**src/rtl/ps2_pkg.sv**
```systemverilog
// Shared types and helpers for the PS/2 host-to-device transmitter.
package ps2_pkg;

    localparam int PS2_FRAME_BITS = 11;

    typedef enum logic [2:0] {
        ST_IDLE      = 3'd0,
        ST_INHIBIT   = 3'd1,
        ST_START     = 3'd2,
        ST_DATA      = 3'd3,
        ST_PARITY    = 3'd4,
        ST_STOP      = 3'd5,
        ST_ACK       = 3'd6,
        ST_WAIT_IDLE = 3'd7
    } ps2_state_e;

    // Odd parity: the returned bit makes the total count of ones odd.
    function automatic logic odd_parity(input logic [7:0] d);
        return ~^d;
    endfunction

endpackage

```
**src/rtl/ps2_transmitter_if.sv**
```systemverilog
// Host-side request/status bundle of the PS/2 transmitter.
interface ps2_transmitter_if;
    // A request is taken on a clk_sys edge where tx_vld && tx_rdy; tx_data is captured
    // on that edge, tx_rdy drops from the next cycle and tx_vld is ignored until it rises.
    logic       tx_vld;
    logic [7:0] tx_data;
    logic       tx_rdy;
    logic       tx_active;
    logic       tx_done;
    logic       tx_err;

    modport slave (
        input  tx_vld, tx_data,
        output tx_rdy, tx_active, tx_done, tx_err
    );

    modport master (
        output tx_vld, tx_data,
        input  tx_rdy, tx_active, tx_done, tx_err
    );
endinterface

```
**src/rtl/ps2_line_sync.sv**
```systemverilog
// Two-flop synchroniser followed by a glitch filter for one open-drain PS/2 pad.
module ps2_line_sync #(
    parameter int FILT_LEN = 8
) (
    input  logic clk_sys,
    input  logic rst_n,
    input  logic line_i,
    output logic filt_o
);

    localparam int CW = (FILT_LEN > 1) ? $clog2(FILT_LEN) : 1;

    logic          meta_q, sync_q;
    logic          filt_q, filt_d;
    logic [CW-1:0] cnt_q, cnt_d;

    // The filtered level flips only after FILT_LEN consecutive samples disagree with it.
    always_comb begin
        filt_d = filt_q;
        cnt_d  = '0;
        if (sync_q != filt_q) begin
            if (cnt_q == CW'(FILT_LEN - 1)) begin
                filt_d = sync_q;
            end else begin
                cnt_d = cnt_q + CW'(1);
            end
        end
    end

    always_ff @(posedge clk_sys) begin
        if (!rst_n) begin
            meta_q <= 1'b1;
            sync_q <= 1'b1;
            filt_q <= 1'b1;
            cnt_q  <= '0;
        end else begin
            meta_q <= line_i;
            sync_q <= meta_q;
            filt_q <= filt_d;
            cnt_q  <= cnt_d;
        end
    end

    assign filt_o = filt_q;

endmodule

```
**src/rtl/ps2_transmitter.sv**
```systemverilog
// PS/2 host-to-device transmitter: inhibits the bus, sends one byte with odd parity
// and checks the device acknowledge, with an overall transaction timeout.
module ps2_transmitter
    import ps2_pkg::*;
#(
    parameter int INHIBIT_CYC = 6000,
    parameter int TIMEOUT_CYC = 1_000_000,
    parameter int FILT_LEN    = 8
) (
    input  logic               clk_sys,
    input  logic               rst_n,
    ps2_transmitter_if.slave   host,
    input  logic               ps2_clk_in,
    input  logic               ps2_data_in,
    output logic               ps2_clk_oe,
    output logic               ps2_data_oe,
    output ps2_state_e         state_o
);

    localparam int INH_W = $clog2(INHIBIT_CYC + 1);
    localparam int TO_W  = $clog2(TIMEOUT_CYC + 1);
    localparam int BIT_W = $clog2(PS2_FRAME_BITS + 1);

    ps2_state_e       state_q, state_d;
    logic [INH_W-1:0] inh_q, inh_d;
    logic [TO_W-1:0]  to_q, to_d;
    logic [BIT_W-1:0] bit_q, bit_d;
    logic [7:0]       data_q, data_d;
    logic             data_oe_q, data_oe_d;
    logic             ack_q, ack_d;
    logic             done_q, done_d;
    logic             err_q, err_d;
    logic             clk_prev_q;
    logic             clk_filt, data_filt, clk_fall;

    ps2_line_sync #(.FILT_LEN(FILT_LEN)) u_clk_sync (
        .clk_sys (clk_sys),
        .rst_n   (rst_n),
        .line_i  (ps2_clk_in),
        .filt_o  (clk_filt)
    );

    ps2_line_sync #(.FILT_LEN(FILT_LEN)) u_data_sync (
        .clk_sys (clk_sys),
        .rst_n   (rst_n),
        .line_i  (ps2_data_in),
        .filt_o  (data_filt)
    );

    assign clk_fall = clk_prev_q & ~clk_filt;

    always_comb begin
        state_d   = state_q;
        inh_d     = inh_q;
        to_d      = to_q;
        bit_d     = bit_q;
        data_d    = data_q;
        data_oe_d = data_oe_q;
        ack_d     = ack_q;
        done_d    = 1'b0;
        err_d     = 1'b0;
        case (state_q)
            ST_IDLE: begin
                data_oe_d = 1'b0;
                inh_d     = '0;
                to_d      = '0;
                bit_d     = '0;
                if (host.tx_vld) begin
                    data_d  = host.tx_data;
                    state_d = ST_INHIBIT;
                end
            end
            ST_INHIBIT: begin
                if (inh_q == INH_W'(INHIBIT_CYC - 1)) begin
                    state_d   = ST_START;
                    data_oe_d = 1'b1;
                    to_d      = '0;
                end else begin
                    inh_d = inh_q + INH_W'(1);
                end
            end
            default: begin
                // Every state from START onward shares one timeout budget.
                to_d = to_q + TO_W'(1);
                if (to_q == TO_W'(TIMEOUT_CYC - 1)) begin
                    state_d   = ST_IDLE;
                    data_oe_d = 1'b0;
                    err_d     = 1'b1;
                end else begin
                    case (state_q)
                        ST_START: if (clk_fall) begin
                            data_oe_d = ~data_q[0];
                            bit_d     = BIT_W'(1);
                            state_d   = ST_DATA;
                        end
                        ST_DATA: if (clk_fall) begin
                            bit_d = bit_q + BIT_W'(1);
                            if (bit_q == BIT_W'(8)) begin
                                data_oe_d = ~odd_parity(data_q);
                                state_d   = ST_PARITY;
                            end else begin
                                data_oe_d = ~data_q[bit_q[2:0]];
                            end
                        end
                        ST_PARITY: if (clk_fall) begin
                            data_oe_d = 1'b0;
                            bit_d     = bit_q + BIT_W'(1);
                            state_d   = ST_STOP;
                        end
                        ST_STOP: if (clk_fall) begin
                            ack_d   = data_filt;
                            bit_d   = bit_q + BIT_W'(1);
                            state_d = ST_ACK;
                        end
                        ST_ACK: begin
                            if (ack_q) begin
                                err_d   = 1'b1;
                                state_d = ST_IDLE;
                            end else begin
                                state_d = ST_WAIT_IDLE;
                            end
                        end
                        ST_WAIT_IDLE: if (clk_filt && data_filt) begin
                            done_d  = 1'b1;
                            state_d = ST_IDLE;
                        end
                        default: state_d = ST_IDLE;
                    endcase
                end
            end
        endcase
    end

    always_ff @(posedge clk_sys) begin
        if (!rst_n) begin
            state_q    <= ST_IDLE;
            inh_q      <= '0;
            to_q       <= '0;
            bit_q      <= '0;
            data_q     <= '0;
            data_oe_q  <= 1'b0;
            ack_q      <= 1'b1;
            done_q     <= 1'b0;
            err_q      <= 1'b0;
            clk_prev_q <= 1'b1;
        end else begin
            state_q    <= state_d;
            inh_q      <= inh_d;
            to_q       <= to_d;
            bit_q      <= bit_d;
            data_q     <= data_d;
            data_oe_q  <= data_oe_d;
            ack_q      <= ack_d;
            done_q     <= done_d;
            err_q      <= err_d;
            clk_prev_q <= clk_filt;
        end
    end

    assign ps2_clk_oe     = (state_q == ST_INHIBIT);
    assign ps2_data_oe    = data_oe_q;
    assign host.tx_rdy    = (state_q == ST_IDLE);
    assign host.tx_active = (state_q != ST_IDLE);
    assign host.tx_done   = done_q;
    assign host.tx_err    = err_q;
    assign state_o        = state_q;

endmodule

```
**src/flat_wrapper.sv**
```systemverilog
// flat-port wrapper written by rule: the top's interface ports become plain ports
module ps2_transmitter_flat import ps2_pkg::*;
#(
    parameter int INHIBIT_CYC = 6000,
    parameter int TIMEOUT_CYC = 1_000_000,
    parameter int FILT_LEN    = 8
)
  (clk_sys, rst_n, ps2_clk_in, ps2_data_in, ps2_clk_oe, ps2_data_oe, state_o, host_tx_vld, host_tx_data, host_tx_rdy, host_tx_active, host_tx_done, host_tx_err);
  ps2_transmitter_if host_i ();
  input  logic clk_sys;
  input  logic rst_n;
  input  logic ps2_clk_in;
  input  logic ps2_data_in;
  output logic ps2_clk_oe;
  output logic ps2_data_oe;
  output ps2_state_e state_o;
  input wire logic [$bits(host_i.tx_vld)-1:0] host_tx_vld;
  input wire logic [$bits(host_i.tx_data)-1:0] host_tx_data;
  output wire logic [$bits(host_i.tx_rdy)-1:0] host_tx_rdy;
  output wire logic [$bits(host_i.tx_active)-1:0] host_tx_active;
  output wire logic [$bits(host_i.tx_done)-1:0] host_tx_done;
  output wire logic [$bits(host_i.tx_err)-1:0] host_tx_err;
  assign host_i.tx_vld = host_tx_vld;
  assign host_i.tx_data = host_tx_data;
  assign host_tx_rdy = host_i.tx_rdy;
  assign host_tx_active = host_i.tx_active;
  assign host_tx_done = host_i.tx_done;
  assign host_tx_err = host_i.tx_err;
  ps2_transmitter #(.INHIBIT_CYC(INHIBIT_CYC), .TIMEOUT_CYC(TIMEOUT_CYC), .FILT_LEN(FILT_LEN)) u_core (.clk_sys(clk_sys), .rst_n(rst_n), .host(host_i), .ps2_clk_in(ps2_clk_in), .ps2_data_in(ps2_data_in), .ps2_clk_oe(ps2_clk_oe), .ps2_data_oe(ps2_data_oe), .state_o(state_o));
endmodule
```
**config.mk**
```make
export PLATFORM = sky130hd
export DESIGN_NAME = ps2_transmitter_flat
export DESIGN_NICKNAME = d
export VERILOG_FILES = /design/src/rtl/ps2_pkg.sv /design/src/rtl/ps2_transmitter_if.sv /design/src/rtl/ps2_line_sync.sv /design/src/rtl/ps2_transmitter.sv /design/src/flat_wrapper.sv
export SDC_FILE = /design/constraint.sdc
export NUM_CORES = 1
export LEC_CHECK = 0
export CORE_ASPECT_RATIO = 0.5
export CORE_MARGIN = 2
export CORE_UTILIZATION = 50
export DETAILED_ROUTE_END_ITERATION = 10
export GPL_ROUTABILITY_DRIVEN = 1
export PLACE_DENSITY = 0.79
export SLEW_MARGIN = 20
export SYNTH_ARGS = -nofsm -noshare
export SYNTH_HDL_FRONTEND = slang
export SYNTH_HIERARCHICAL = 1
export SYNTH_SLANG_ARGS = --single-unit
```
**constraint.sdc**
```tcl
create_clock -name clk_sys -period 2.9 [get_ports clk_sys]
set_clock_uncertainty 0.05 [all_clocks]
set_input_delay 0.29 -clock clk_sys [delete_from_list [all_inputs] [get_ports clk_sys]]
set_output_delay 0.29 -clock clk_sys [all_outputs]
set_load 0.02 [all_outputs]
```
* Yosys cells after proc, flatten, opt, wreduce, memory -nomap -nowiden
Index checks and enable logic that the tools add are counted.
Cells by class: add/subtract/negate cells 5, $lt $le $gt $ge 1, equal/unequal tests 26, multiplexer cells 35, bitwise logic cells 12, reduce and logical (&&, ||, !) cells 21
Operator list (number):
- $pmux 20 s2 | 1
- $mux 3 | 10
- $ne 5x3->1 const B | 6
- $pmux 13 s2 | 1
- $add 20x1->20 const B | 1
- $eq 20x20->1 const B | 1
- $mux 20 | 1
- $eq 3x3->1 const B | 6
- $pmux 3 s6 | 1
- $pmux 4 s2 | 2
- $add 13x1->13 const B | 1
- $eq 13x13->1 const B | 1
- $mux 13 | 1
- $mux 4 | 3
- $reduce_or 3->1 | 4
- $mux 1 | 11
- $not 1->1 | 11
- $reduce_and 5->1 | 2
- $reduce_and 2->1 | 4
- $reduce_and 8->1 | 1
- $reduce_xnor 8->1 | 1
- $add 3x1->3 const B | 2
- $eq 3x2->1 const B | 2
- $ne 2x2->1 const B | 3
- 21 further kinds | 23
Storage, ports and cells: flip-flop bits (word level) 65, input port bits 13, logic and storage cells 118

* Depth between registers and ports, before layout
Gate-level depths: netlist of run 1.
depth after elaboration 8, depth in mapped cells 9

* Modules after synthesis
The synthesis of run 1 kept the hierarchy.
By module, submodules not included:
- ps2_transmitter | times used 1, cells an instance 326, area each 2715.1 um^2
- ps2_line_sync | times used 2, cells an instance 17, area each 209.0 um^2

* Least setup slack after synthesis of run 1
Ideal clock, no wire load.
path kind reg-to-reg, from reg u_core.state_q[0] (netlist: u_core/state_o[0]), to reg u_core.inh_q[9], library setup time 128 ps, arrival 2201 ps, required time 2722 ps, path slack 522 ps, cell stages (with the launch flop) 8, buffers on the path 1, period minus slack after synthesis 2378 ps, path through dfxtp_1 > nor3b_1 > o41ai_2 > buf_2 > a21oi_1 > nand3_1 > xor2_1 > nor2_1
Between the ends: word-level cells in the longest chain between the ends 3, elaborated cells on any way between the ends 6
RTL lines:
- start: declaration | line ps2_transmitter.sv:24 | ps2_state_e state_q, state_d;
- start signal: assignment | line ps2_transmitter.sv:147 | state_q <= state_d;
- $eq 3x1->1 *
- net ps2_clk_oe | line flat_wrapper.sv:14 | output logic ps2_clk_oe;
- $ne 2x2->1 (no line) / $reduce_bool 2->1 (equally long branches)
- $reduce_and 2->1 (no line)
- end signal: assignment | line ps2_transmitter.sv:148 | inh_q <= inh_d;
- end: declaration | line ps2_transmitter.sv:25 | logic [INH_W-1:0] inh_q, inh_d;
Mark *: on every way through the listed nets, which the timed path passes. The rest lies on a longest branch. A chain may end at the register's enable or synchronous reset.

* Final worst setup path of run 1
from reg u_core.to_q[0], to reg u_core.state_q[2] (netlist: u_core/state_o[2])
Between the ends: word-level cells in the longest chain between the ends 3, elaborated cells on any way between the ends 10
RTL lines:
- start: declaration | line ps2_transmitter.sv:26 | logic [TO_W-1:0] to_q, to_d;
- start signal: assignment | line ps2_transmitter.sv:149 | to_q <= to_d;
- $eq 20x20->1 * | line ps2_transmitter.sv:85 | if (to_q == TO_W'(TIMEOUT_CYC - 1)) begin
- $ne 5x3->1 (no line) / $mux 3 (equally long branches)
- $reduce_and 8->1 (no line) / $pmux 3 s2 (equally long branches)
Every way passes the cells marked *; elsewhere a longest branch is shown, timed or not.

==> metrics.md, run 1 <==
| Metric | Value |
|---|---|
| Register-to-register path setup slack | around 0.27 ns |
| Final-stage net count | 407 |
| Starting utilization of the core area | about half |
| Unique cell type count in the Yosys netlist | 56 |
| Overall overflow remaining after global route | 0 |
| Port buffer count | 21 |
| Final non-filler cell total | around 480 |
| Total number of yosys warnings | 6 |
| Placeable core area | between 6000 and 7000 um2 |
| Metal1 wirelength | around 3000 um |
| Post-synthesis async set-or-reset flop share | 0% |
| Post-synthesis sequential element count | 65 |
| Rows | 20 |
| Die Area | around 7000 um2 |
| Fin crit share | between 90% and 100% |
| WL met3 | approximately 300 um |
| Clock sink count | 65 |
| Outcome | finished, final reports clean |
| Number of synthesized flops with an enable pin | 0 |
| Buffer type at the clock tree root | clkbuf_16 |
| XOR/XNOR share of the synthesized area | 10.6% |
| CTS H-tree depth | 3 |
| Via total after detailed routing | approximately 2700 |
| Number of antenna-violating nets in the routed design | 0 |
| Vias per Instance | 5.61 |
| Kind of launch point of the worst setup path | register |
| Static leakage power | ~0.0013 uW |
| PD cells | between 700 and 800 nW/um2 |
| Post-synthesis adder-cell area fraction | ~3.2% |
| Number of DRC violations after detailed routing | 0 |
| Wire length of the first global-routing pass | 11300 um |
| Placement Setup Slack | about 0.31 ns |
| Classification of the worst setup path | reg2reg |
| Seq. cell area | about 1300 um2 |
| Peak fanout along the critical path | 7 |
| Iteration-0 DRC count of the detailed router | roughly 160 |
| Routed len/inst | 14.3 um |
| Wire length on met2 | 3380 um |
| First element of the critical path | u_core/to_q[0]$_SDFFE_PN0P_ |
| Setup tns final | 0 ns |
| # fillers | just over 500 |
| Max rail drop VDD | 0.412 mV |
| Number of diodes | 0 |
| Synth area leaders | dfxtp_1, xor2_1, nor2_1 |
| Synth Area in Compound Gates | about a tenth |
| Slew margin rel. | about 52% |
| Synthesized netlist cell count | 360 |
| Required time of the critical path | about 3 ns |
| Total nets after synthesis | about 380 |
| Mean instance size in the synthesized netlist | roughly 8.7 um2 |
| I/O pin total | 22 |
| Cell Area, Synth | around 3100 um2 |
| Post-placement cell count | 463 |
| Minimum period implied by the final worst setup slack | ~2.6 ns |
| Post-route worst setup slack | 0.272 ns |
| CTS tree | done |
| Post-synthesis sequential area ratio | about two fifths |
| Reg2reg start | u_core/to_q[0]$_SDFFE_PN0P_ |
| Horiz. Die Dim | 116 um |
| Most common flop cell mapped by yosys | dfxtp_1 |
| Insertion delay to the later sink of the worst-skew pair | approximately 0.32 ns |
| Arrival @ worst endpoint | roughly 2.8 ns |
| Reg-to-Reg End | u_core/state_o[2]$_SDFFE_PN0P_ |
| Count of TritonRoute iterations in the first routing pass | 5 |
| Footprint of the multi-input gates | around 1700 um2 |
| Kind of end point of the critical path | register |
| Max frequency | 0.380 GHz |
| Count of final hold-check violations | 0 |
| Maximum Capacitance Violations | 0 |
| Library cell occupying the most area in the post-synthesis netlist | dfxtp_1 |
| Highest routed layer | met4 |
| Area fraction of the dominant cell type after synthesis | between 40 and 50% |
| CTS clock-pin slew for the worst setup and hold paths | 0.05 ns |
| Routed Wire Length | 6800 um |
| Synth cell count leaders | dfxtp_1, nor2_1, nand2_1, nand3_1, a21oi_1 |
| Via count of the first global-routing pass | around 2500 |
| Post-Route Utilization | about 61% |
| Number of setup violations in the final report | 0 |
| Share of synthesized cell area in and, or, nand and nor gates | 29.0% |
| Largest family of logic cells by synthesized area | simple AND/OR/NAND/NOR gates |
| Multiplexer share of the synthesized area | around 2.7% |
| Buffer depth of the longest clock path | 2 |
| Unrepaired setup endpoints after global routing | no |
| Fraction of layout instances using a drive strength above 1 | about 8.5% |
| Hold-fix buffers at CTS | 0 |
| Number of pins with negative max-slew slack in the final report | 0 |
| Antenna violations before repair | 0 |
| Die height | 60.0 um |
| Most common cell in the synthesized netlist | dfxtp_1 |
| RD Place Congestion | 0.902 |
| Setup Buffers After CTS | 0 |
| Synthesis-to-layout area growth | 17.9% |
| HPWL after DPL | between 4000 and 5000 um |
| Count of cells resized by post-cts repair | 0 |
| Largest net degree at the start of global routing | 23 |
| Depth of the worst register-to-register path | 7 |
| Slew @ Worst Pin | 0.710 ns |
| Worst Setup EP | u_core/state_o[2]$_SDFFE_PN0P_ |
| Total global routing track utilization | between 20% and 30% |
| HP Class | reg2reg |
| Number of buffers created by CTS | 9 |
-- report_power, final --
part | leakage [uW] | internal (uW) | switching, uW
sequential | 0.000527 | 955 | 58.9
combinational | 0.000667 | 309 | 446
clock | 0.000124 | 562 | 356
total | 0.00132 | 1830 | 861
-- how the worst min path moves through the flow --
| stage | from | endpoint | slack, ns | depth (start not counted) |
|---|---|---|---|---|
| 2_1_floorplan | rst_n | u_core/u_clk_sync/filt_o$_SDFFE_PN1P_ | 0.30 | 1 |
| 6_report | u_core/u_data_sync/meta_q$_SDFF_PN1_ | u_core/u_data_sync/sync_q$_SDFF_PN1_ | 0.36 | 1 |
| 3_5_place_dp | u_core/u_clk_sync/meta_q$_SDFF_PN1_ | u_core/u_clk_sync/sync_q$_SDFF_PN1_ | 0.35 | 1 |
| 5_1_grt | u_core/u_data_sync/meta_q$_SDFF_PN1_ | u_core/u_data_sync/sync_q$_SDFF_PN1_ | 0.38 | 1 |
| 3_3_place_gp | u_core/u_data_sync/meta_q$_SDFF_PN1_ | u_core/u_data_sync/sync_q$_SDFF_PN1_ | 0.34 | 1 |
| 4_1_cts | u_core/u_data_sync/meta_q$_SDFF_PN1_ | u_core/u_data_sync/sync_q$_SDFF_PN1_ | 0.36 | 1 |
-- kinds of logic after synthesis --
family | after synthesis
and+or+nand+nor | 176
DFF | 65
AOI/OAI and AO/OA | 48
xor gates and xnor gates | 38
buffers and inverters | 19
adders and majority gates | 8
muxes | 6
-- placed cells by master (no fill, tap or decap), types with 2 or more instances in the layout --
cell and instances:
a211oi_1 2, a21oi_1 22, a31oi_1 2, and3_1 11, and3b_1 2, and4_1 2
buf_4 8, clkbuf_16 9, clkdlybuf4s50_1 21, clkinv_2 3, dfxtp_1 65, ha_1 8
inv_1 4, mux2i_1 4, mux4_2 2, nand2_1 44, nand2b_1 6, nand3_1 24
nand3b_1 3, nand4_1 9, nor2_1 46, nor2b_1 4, nor3_1 2, nor3b_1 2
nor4_1 5, o2111ai_1 2, o21ai_0 6, o311ai_0 2, o31ai_1 2, or2b_1 3
xnor2_1 17, xor2_1 21
-- registers in the layout, summed over array words and instances, names as in the netlist, 3 cells and up --
register	count
u_core/bit_q	4
u_core/inh_q	13
u_core/to_q	20
u_core/u_clk_sync/cnt_q	3
u_core/state_o	3
u_core/u_data_sync/cnt_q	3
u_core/data_q	8
-- worst max-delay path, stage by stage, from the launching register on --
cell	delay [ns]
dfxtp_1	0.39
ha_1	0.19
or3b_2	0.45
nor4_1	0.55
and2_0	0.25
buf_4	0.16
o31ai_1	0.15
o31ai_1	0.33
-- metrics by stage --
stage / total power, uW / cell area, um2 / hold WS [ns]
final: 2690 / 3690 / 0.356
after detailed placement: 1770 / 3440 / 0.345
after global placement: 1740 / 3440 / 0.338
after global routing: 2810 / 3690 / 0.382
after CTS: 2690 / 3690 / 0.364
after floorplan: 1550 / 3130 / 0.302
-- per-layer routing --
layer  track usage [%]  up-vias
met2              37.5       91
met5                 0        -
met4              9.52        0
met1              24.2     1256
li1                  -     1312
met3              5.58       17
-- area by class of cell --
cell class / instances / share of cell area [%]
tap: 88 / 2.98
multi-input combinational: 276 / 47.2
sequential: 65 / 35.2
clock inverter: 4 / 0.610
inverter: 5 / 0.508
clock buffer: 10 / 6.20
timing repair buffer: 29 / 7.32
Note: power is estimated with default switching activity, not from simulation.
==> inputs of run 2 (changes only) <==
Settings changed: CAP_MARGIN set to 20, CORE_UTILIZATION 50 to 58, PLACE_DENSITY 0.79 to 0.88.
==> run 2 against run 1 <==
Net effect:
- fmax rose by 3.4%
- die area fell by 13%
- critical path depth fell by 1
- sequential cell count did not move
- critical endpoint is now u_core/to_q[7]$_SDFFE_PN0P_
- largest cell class unchanged
==> metrics.md, run 2 (synthesized netlist as in run 1, its figures left out) <==
| Metric | Value |
|---|---|
| Synthesis-to-layout area growth | 16.5% |
| PD cells | between 700 and 800 nW/um2 |
| Arrival @ worst endpoint | between 2 and 3 ns |
| Setup tns final | 0 ns |
| Slew @ Worst Pin | roughly 0.79 ns |
| Outcome | finished, final reports clean |
| Rows | 18 |
| Kind of end point of the critical path | register |
| Non-Filler Cell Area, Final | about 3600 um2 |
| CTS clock-pin slew for the worst setup and hold paths | around 0.07 ns |
| Routed len/inst | ~16 um |
| Overall overflow remaining after global route | 0 |
| I/O pin total | 22 |
| Via count of the first global-routing pass | 2517 |
| Fraction of layout instances using a drive strength above 1 | under 10% |
| Classification of the worst setup path | reg2reg |
| Horiz. Die Dim | about 110 um |
| Met3 track utilization from global routing | under 10% |
| Count of TritonRoute iterations in the first routing pass | 5 |
| Setup Buffers After CTS | 0 |
| Largest net degree at the start of global routing | 23 |
| Insertion delay to the later sink of the worst-skew pair | between 0.3 and 0.4 ns |
| Max rail drop VDD | just over 0.5 mV |
| Depth of the worst register-to-register path | 6 |
| Die Area | about 6000 um2 |
| HPWL after DPL | approximately 4900 um |
| Register-to-register path setup slack | 0.36 ns |
| Placeable core area | 5070 um2 |
| Number of pins with negative max-slew slack in the final report | 0 |
| Minimum period implied by the final worst setup slack | between 2 and 3 ns |
| HP Class | reg2reg |
| Number of setup violations in the final report | 0 |
| Reg2reg start | u_core/inh_q[4]$_SDFFE_PN0P_ |
| Final-stage net count | around 400 |
| Met2 global-route usage | approximately 44% |
| Final non-filler cell total | ~460 |
| Fin crit share | about 90% |
| Most congested layer reported by global routing | met2 |
| Number of antenna-violating nets in the routed design | 0 |
| Via total after detailed routing | approximately 2700 |
| Total global routing track utilization | about a quarter |
| Antenna violations before repair | 0 |
| Iteration-0 DRC count of the detailed router | roughly 150 |
| Kind of launch point of the worst setup path | register |
| Maximum Capacitance Violations | 0 |
| Buffer depth of the longest clock path | 2 |
| Static leakage power | between 0.001 and 0.0015 uW |
| Vias per Instance | ~5.9 |
| Wire length of the first global-routing pass | 11900 um |
| Max FFs per register | 20 |
| Count of final hold-check violations | 0 |
| Buffer type at the clock tree root | clkbuf_8 |
| Met1 layer usage reported by global route | a little under a third |
| End point of the most critical hold path | u_core/u_data_sync/sync_q$_SDFF_PN1_ |
| Register bank with the most flops | u_core/to_q |
| Post-Place Cell Area | around 3400 um2 |
| Port buffer count | 21 |
| Max frequency | 0.394 GHz |
| Number of diodes | 0 |
| Hold path start | u_core/u_data_sync/meta_q$_SDFF_PN1_ |
| Hold-fix buffers at CTS | 0 |
| Count of cells resized by post-cts repair | 0 |
| Die height | approximately 56 um |
| Post-placement cell count | 446 |
| Reg-to-Reg End | u_core/to_q[7]$_SDFFE_PN0P_ |
| Required time of the critical path | around 3.1 ns |
| Slew margin rel. | between 40% and 50% |
| Commonest cells after routing, fill and taps aside | dfxtp_1, nor2_1, nand2_1 |
| Starting utilization of the core area | between 60% and 70% |
| CTS tree | done |
| Unrepaired setup endpoints after global routing | no |
| Peak fanout along the critical path | 9 |
| Top Registers | u_core/to_q x20, u_core/inh_q x13, u_core/data_q x8 |
| Commonest non-fill, non-tap cell in the layout | dfxtp_1 |
| Number of buffers created by CTS | 9 |
| Routed Wire Length | around 7200 um |
| Number of DRC violations after detailed routing | 0 |
| CTS H-tree depth | 3 |
| Depth of the worst hold-timing path | 1 |
| RD Place Congestion | between 0.8 and 0.9 |
| Clock sink count | 65 |
==> run 2: changes by cell type in the layout (fill, tap and decap cells not counted), sizes merged <==
cell,previous run,this run
clkinv,4,2
clkbuf,10,12
bufinv,0,2
buf,8,9
==> run 2: worst max-delay path by stage <==
| stage | from | endpoint | slack, ns | depth (start not counted) |
|---|---|---|---|---|
| global placement | u_core/inh_q[4]$_SDFFE_PN0P_ | u_core/to_q[7]$_SDFFE_PN0P_ | 0.60 | 6 |
| detailed placement | u_core/inh_q[4]$_SDFFE_PN0P_ | u_core/to_q[7]$_SDFFE_PN0P_ | 0.50 | 6 |
| global route | u_core/inh_q[4]$_SDFFE_PN0P_ | u_core/to_q[7]$_SDFFE_PN0P_ | 0.31 | 6 |
| CTS | u_core/inh_q[4]$_SDFFE_PN0P_ | u_core/to_q[7]$_SDFFE_PN0P_ | 0.40 | 6 |
| finish | u_core/inh_q[4]$_SDFFE_PN0P_ | u_core/to_q[7]$_SDFFE_PN0P_ | 0.36 | 6 |
| floorplan | u_core/state_o[0]$_SDFFE_PN0P_ | u_core/inh_q[9]$_SDFFE_PN0P_ | 0.52 | 7 |
==> run 2: stage by stage <==
stage | utilization, % | worst slack [ns] | power [uW] | hold slack [ns]
after global placement | 67.6 | 0.598 | 1740 | 0.339
after global routing | 72.0 | 0.306 | 2730 | 0.366
final | 72.0 | 0.359 | 2620 | 0.355
after CTS | 72.0 | 0.405 | 2620 | 0.359
after floorplan | - | 0.522 | 1550 | 0.302
after detailed placement | 67.6 | 0.498 | 1770 | 0.342
==> run 2: power breakdown <==
| group | total, uW | switching [uW] | internal (uW) |
|---|---|---|---|
| combinational | 759 | 450 | 309 |
| clock | 853 | 344 | 509 |
| sequential | 1010 | 59.1 | 953 |
==> run 2: area by class of cell <==
class	count	area (um2)
inverters	5	18.8
flip-flops and latches	65	1300
clock inverters	4	76.3
clock buffers	12	145
fillers	361	1420
well taps	70	87.6
multi-input cells	276	1740
repair buffers	30	278
==> run 2: worst max-delay path, stage by stage (launching register included) <==
cell and delay (ns):
dfxtp_1 0.36, or4b_4 0.57, o41a_1 0.61, nor3_4 0.37, and3_1 0.25, xnor2_1 0.18
nor2_2 0.05
==> run 2: per-layer routing <==
layer	wire length, um	up-vias
met4	181	0
met1	3060	1271
li1	-	1309
met5	0	-
met3	432	23
met2	3540	102
